## config.mk

```make
export PLATFORM = sky130hd
export DESIGN_NAME = frac_bits_seq_ctrl
export DESIGN_NICKNAME = d
export VERILOG_FILES = /design/src/rtl/frac_ctrl_pkg.sv /design/src/rtl/frac_word_counter.sv /design/src/rtl/frac_bits_seq_ctrl.sv
export SDC_FILE = /design/constraint.sdc
export NUM_CORES = 1
export LEC_CHECK = 0
export ABC_AREA = 1
export ABC_CLOCK_PERIOD_IN_PS = 1900
export BUFFER_PORTS_ARGS = -buffer_cell sky130_fd_sc_hd__buf_2
export CAP_MARGIN = 20
export CORE_UTILIZATION = 55
export CTS_CLUSTER_DIAMETER = 150
export CTS_CLUSTER_SIZE = 28
export DETAILED_ROUTE_END_ITERATION = 10
export GPL_ROUTABILITY_DRIVEN = 1
export PLACE_DENSITY = 0.86
export SKIP_LAST_GASP = 1
export SYNTH_ARGS = -nofsm -noshare
export SYNTH_HDL_FRONTEND = slang
export SYNTH_SLANG_ARGS = --single-unit
```

## constraint.sdc

```tcl
create_clock -name clk -period 1.9 [get_ports clk]
set_input_delay 0.19 -clock clk [delete_from_list [all_inputs] [get_ports clk]]
set_output_delay 0.19 -clock clk [all_outputs]
set_load 0.05 [all_outputs]
```

## src/rtl/frac_ctrl_pkg.sv

```systemverilog
// Shared definitions for the fraction-bits sequencer: state encoding and default widths.
package frac_ctrl_pkg;

    localparam int unsigned DefAddrWidth = 7;
    localparam int unsigned DefIterWidth = 8;

    typedef enum logic [1:0] {
        StIdle,
        StSweep,
        StGap,
        StFin
    } frac_state_e;

endpackage

```

## src/rtl/frac_word_counter.sv

```systemverilog
// Word counter for one residue sweep; flags the last word against a latched limit.
module frac_word_counter
    import frac_ctrl_pkg::*;
#(
    parameter int unsigned ADDR_WIDTH = DefAddrWidth
) (
    input  logic                  clk,
    input  logic                  asyn_reset,
    input  logic                  clear,
    input  logic                  inc,
    input  logic [ADDR_WIDTH-1:0] limit,
    output logic [ADDR_WIDTH-1:0] cnt,
    output logic                  at_last
);

    localparam logic [ADDR_WIDTH-1:0] WordOne = 1;

    logic [ADDR_WIDTH-1:0] cnt_q;

    // Never wraps by overflow: the controller clears it once at_last is reached.
    always_ff @(posedge clk or posedge asyn_reset) begin
        if (asyn_reset) begin
            cnt_q <= '0;
        end else if (clear) begin
            cnt_q <= '0;
        end else if (inc) begin
            cnt_q <= cnt_q + WordOne;
        end
    end

    assign cnt     = cnt_q;
    assign at_last = (cnt_q == limit);

endmodule

```

## src/rtl/frac_bits_seq_ctrl.sv

```systemverilog
// Sequencer for the fraction-bits residue store: sweeps num_words words per iteration,
// with a one-cycle gap between sweeps, for num_iters iterations.
module frac_bits_seq_ctrl
    import frac_ctrl_pkg::*;
#(
    parameter int unsigned ADDR_WIDTH = DefAddrWidth,
    parameter int unsigned ITER_WIDTH = DefIterWidth
) (
    input  logic                  clk,
    input  logic                  asyn_reset,
    input  logic                  start,
    input  logic [ADDR_WIDTH:0]   num_words,
    input  logic [ITER_WIDTH-1:0] num_iters,
    input  logic                  stall,
    input  logic                  abort,
    output logic                  enable,
    output logic [ADDR_WIDTH-1:0] rd_addr,
    output logic [ADDR_WIDTH-1:0] wr_addr,
    output logic                  first_word,
    output logic                  last_word,
    output logic [ITER_WIDTH-1:0] iter_cnt,
    output logic                  busy,
    output logic                  done
);

    localparam logic [ADDR_WIDTH:0]   MaxWords = {1'b1, {ADDR_WIDTH{1'b0}}};
    localparam logic [ADDR_WIDTH:0]   OneWord  = 1;
    localparam logic [ADDR_WIDTH-1:0] WordOne  = 1;
    localparam logic [ITER_WIDTH-1:0] IterOne  = 1;

    frac_state_e state_q, state_d;

    logic [ADDR_WIDTH-1:0] limit_q, limit_d, limit_in;
    logic [ITER_WIDTH-1:0] iters_q, iters_d;
    logic [ITER_WIDTH-1:0] iter_q, iter_d;
    logic [ADDR_WIDTH-1:0] w_cnt, w_nxt;
    logic                  w_at_last;
    logic                  wc_clear, wc_inc, advance;
    logic                  enable_q, enable_d;
    logic                  first_q, first_d;
    logic                  last_q, last_d;
    logic                  busy_q, busy_d;
    logic                  done_q, done_d;
    logic [ADDR_WIDTH:0]   words_m1;

    // Stored limit is the index of the last word: 0 words behaves as 1, excess clamps to max.
    always_comb begin
        words_m1 = num_words - OneWord;
        if (num_words == '0) begin
            limit_in = '0;
        end else if (num_words > MaxWords) begin
            limit_in = '1;
        end else begin
            limit_in = words_m1[ADDR_WIDTH-1:0];
        end
    end

    frac_word_counter #(
        .ADDR_WIDTH(ADDR_WIDTH)
    ) u_word_counter (
        .clk       (clk),
        .asyn_reset(asyn_reset),
        .clear     (wc_clear),
        .inc       (wc_inc),
        .limit     (limit_q),
        .cnt       (w_cnt),
        .at_last   (w_at_last)
    );

    always_ff @(posedge clk or posedge asyn_reset) begin
        if (asyn_reset) begin
            state_q <= StIdle;
        end else begin
            state_q <= state_d;
        end
    end

    always_comb begin
        state_d  = state_q;
        limit_d  = limit_q;
        iters_d  = iters_q;
        iter_d   = iter_q;
        wc_clear = 1'b0;
        wc_inc   = 1'b0;
        advance  = (state_q == StIdle) || !stall;

        unique case (state_q)
            StIdle: begin
                if (start) begin
                    limit_d  = limit_in;
                    iters_d  = num_iters;
                    iter_d   = '0;
                    wc_clear = 1'b1;
                    state_d  = (num_iters == '0) ? StFin : StSweep;
                end
            end
            StSweep: begin
                if (!stall) begin
                    if (w_at_last) begin
                        state_d  = StGap;
                        wc_clear = 1'b1;
                        iter_d   = iter_q + IterOne;
                    end else begin
                        wc_inc = 1'b1;
                    end
                end
            end
            StGap: begin
                if (!stall) begin
                    state_d = (iter_q == iters_q) ? StFin : StSweep;
                end
            end
            StFin: begin
                if (!stall) begin
                    state_d = StIdle;
                end
            end
            default: state_d = StIdle;
        endcase

        // Abort wins over stall and start, including a start in the same IDLE cycle.
        if (abort) begin
            state_d  = StIdle;
            limit_d  = limit_q;
            iters_d  = iters_q;
            iter_d   = '0;
            wc_clear = 1'b1;
            wc_inc   = 1'b0;
            advance  = 1'b0;
        end

        if (wc_clear) begin
            w_nxt = '0;
        end else if (wc_inc) begin
            w_nxt = w_cnt + WordOne;
        end else begin
            w_nxt = w_cnt;
        end

        enable_d = advance && (state_d == StSweep);
        first_d  = (state_d == StSweep) && (w_nxt == '0);
        last_d   = (state_d == StSweep) && (w_nxt == limit_d);
        busy_d   = (state_d != StIdle);
        done_d   = advance && (state_d == StFin);
    end

    always_ff @(posedge clk or posedge asyn_reset) begin
        if (asyn_reset) begin
            limit_q  <= '0;
            iters_q  <= '0;
            iter_q   <= '0;
            enable_q <= 1'b0;
            first_q  <= 1'b0;
            last_q   <= 1'b0;
            busy_q   <= 1'b0;
            done_q   <= 1'b0;
        end else begin
            limit_q  <= limit_d;
            iters_q  <= iters_d;
            iter_q   <= iter_d;
            enable_q <= enable_d;
            first_q  <= first_d;
            last_q   <= last_d;
            busy_q   <= busy_d;
            done_q   <= done_d;
        end
    end

    assign enable     = enable_q;
    assign rd_addr    = w_cnt;
    assign wr_addr    = w_cnt;
    assign first_word = first_q;
    assign last_word  = last_q;
    assign iter_cnt   = iter_q;
    assign busy       = busy_q;
    assign done       = done_q;

endmodule

```

==> key figures <==
Outcome
  • Status: finished, violations left
  • Failing checks: setup timing

Worst setup path
  • Slowest CP cell: dfrtp_2
  • Worst EP required: between 2 and 2.5 ns
  • Crit start category: register
  • Worst Path Max Fanout: 6
  • Delay-heaviest family, CP: simple AND/OR/NAND/NOR gates
  • Arr. time, crit path: 2.26 ns
  • Setup CP Type: reg2reg
  • Critical Path Sink Type: register
  • CP dominant cell by count: nand2_1
  • Worst Path Buf+Inv: 3
  • CP max stage delay: 0.46 ns
  • Sequence of cells on the critical path: inv_2 > nand2_1 > nand2_2 > inv_1 > nor2_4 > nand3_4 > buf_6 > nand3_1 > nand2_2 > nand2_2 > nand2_1 > nand2_1 > nand3_1 > nor2_1 > nand2_1 > nor2_2

STA
  • Setup ws final: -0.108 ns
  • Fmax: 0.498 GHz
  • RSZ-0062 raised after global routing: true
  • Actual slew at the worst max-slew pin: 0.613 ns
  • Fin. max-slew vios: 0
  • Min Tclk post-route: roughly 2 ns
  • # setup viols final: 2
  • Final hold vios: 0
  • Clk_skew: about 0.009 ns
  • Final worst path period share: 1.06
  • Slew Limit Headroom: 0.588
  • WHS: 0.0887 ns

Synthesis
  • Netlist cell types: 35
  • Avg Cell Area, Syn: approximately 7.1 µm²
  • Syn. warnings: 0
  • Syn nets: 366
  • Fraction of registers with async set/reset: 1.00
  • Register bit total from synthesis: 37
  • Post-synth EDFFs: 0
  • Post-synth top flop: dfrtp_1
  • Gate count of the mapped netlist: 341
  • Mapped Area: 2410 µm²
  • Post-synthesis sequential area ratio: 0.385

Global routing
  • Top Usage Layer GRT: met2
  • GRT overflow: 0
  • GRT met2 Usage: 0.477
  • First-pass GRT wire length: between 9000 and 10000 µm
  • Met1 usage: 0.363
  • Initial antenna violation count: 0
  • Total track usage: 0.295
  • GR Util met3: 0.0650
  • Vias in the first global route: 2173
  • Largest net degree at the start of global routing: 38

Clock network
  • Number of CTS-inserted buffers: 5
  • Clock buffer depth: 2
  • Root buf cell: clkbuf_8
  • CTS H-Tree Depth: 2
  • Register clock-pin slew on the reported worst setup and hold paths: 0.08 ns
  • Worst skew pair latency: 0.31 ns
  • CTS tree: built
  • Clock sink total: 37

Floorplanning
  • CORE AREA: 4120 µm²
  • Full die area: between 4000 and 5000 µm²
  • Initial core utilization: 0.585
  • IO Pins: 48
  • Chip height: 68.2 µm
  • Row count: 23
  • Chip width: roughly 68 µm

Final layout
  • Final Util: 0.769
  • Layout cells sized above 1: 0.361
  • # diodes: 0
  • Commonest non-fill, non-tap cells in the layout: nand2_1, inv_1, buf_2, dfrtp_1, buf_4
  • FILL cells: around 300
  • # nets final: 440
  • Register area: 937 µm²
  • Post-route cell area: 3160 µm²
  • Synthesis-to-finish area growth: 31.4%
  • Commonest non-fill, non-tap cell in the layout: nand2_1
  • Multi-input gate area in the final layout: 1340 µm²

Pwr
  • Leak pwr: 1.68 nW
  • Pwr dens: 707 nW/µm²
  • Total Power: 2.24 mW
  • Maximum VDD drop: 494 µV

Placed design
  • DP HPWL: 4380 µm
  • GP Congestion: 0.862
  • Place WS: -0.0413 ns
  • PortBufs: between 40 and 50
  • Placed cell area: 2710 µm²

Routing
  • Drt pass-1 iters: 5
  • Vias per cell: 5.88
  • DRC violations left: 0
  • Total wire length: 7580 µm
  • DR vias: 2741
  • Drt first-iter violations: 468
  • Routed WL per cell: 16.3 µm
  • DRT antenna net count: 0

Min path
  • HP Class: in2reg

Job
  • MaxCap Viol Count: 0
-- worst paths after layout --
kind                                                    to                             from  slack [ns]  cells after the start
min reg2reg                         iters_q[6]$_DFFE_PP0P_           iters_q[6]$_DFFE_PP0P_        0.51                      2
min in group asynchronous                   done$_DFF_PP0_                       asyn_reset        0.52                      4
max                                    last_word$_DFF_PP0_  u_word_counter.cnt[3]$_DFF_PP0_       -0.11                     16
max reg2reg                            last_word$_DFF_PP0_  u_word_counter.cnt[3]$_DFF_PP0_       -0.11                     16
min                                 iters_q[2]$_DFFE_PP0P_                     num_iters[2]        0.09                      3
max in group asynchronous  u_word_counter.cnt[1]$_DFF_PP0_                       asyn_reset        1.01                      4
-- power by group --
group	switching (mW)	internal (mW)	leakage (nW)
sequential	0.0563	0.855	0.469
clock	0.313	0.427	0.0574
combinational	0.385	0.200	1.16
total	0.755	1.48	1.68
-- sequential cells by signal, indices dropped and copies added (netlist names) --
signal / cells
first_word: 1
iters_q: 8
iter_cnt: 8
u_word_counter.cnt: 7
enable: 1
busy: 1
state_q: 2
limit_q: 7
done: 1
last_word: 1
-- per-layer routing --
metal,up-vias,wire [µm]
met5,-,0
met4,0,382
met3,55,658
met2,208,3690
met1,1253,2850
li1,1225,-
-- cell families (layout without fill, tap and decap cells) --
| family | Yosys count | count (layout) | share of synthesized area |
|---|---|---|---|
| AOI/OAI and AO/OA | 34 | 35 | 0.0837 |
| xor gates and xnor gates | 11 | 11 | 0.0400 |
| adders and majority gates | 4 | 4 | 0.0208 |
| buffers and inverters | 72 | 145 | 0.127 |
| DFF | 37 | 37 | 0.385 |
| and+or+nand+nor | 183 | 184 | 0.344 |
-- per-stage QoR --
| step | TNS, ns | instances |
|---|---|---|
| finish | -0.132 | 466 |
| global route | -0.617 | 466 |
| CTS | 0 | 449 |
| detailed placement | -0.0413 | 437 |
| global placement | -0.0102 | 437 |
| floorplan | 0 | 341 |
-- what timing repair did --
item                       in CTS  in global routing
gates resized for setup         3                 48
setup endpoints to repair       1                  5
hold endpoints to repair        5                  0
gates cloned                    1                  1
buffers inserted                2                 16
hold buffers                    1                  0
pin swaps                       1                 19
-- cells in the mapped netlist (5+ instances only) --
library cell   n  share of area
dfrtp_1       37           0.38
xor2_1         7          0.025
a21oi_1        9          0.019
buf_4          7          0.022
nor3_1        10          0.021
inv_2          5         0.0078
o21ai_0       13          0.027
nor2_1        20          0.031
nand2_1       99           0.15
nand3_1       24          0.050
nand4_1        9          0.023
nor2_2         5          0.013
inv_1         56          0.087
-- layout make-up --
class	count	share of cell area
Clock buffer	6	0.0261
Clock inverter	2	0.0119
Inverter	61	0.0732
Multi-Input combinational cell	234	0.424
Sequential cell	37	0.296
Tap cell	50	0.0198
Timing Repair Buffer	76	0.149
-- tightest hold or removal path, cell delays in order --
cell	delay [ns]
buf_2	0.09
nand2_1	0.05
nand2_1	0.04
Note: power is estimated with default switching activity, not from simulation.
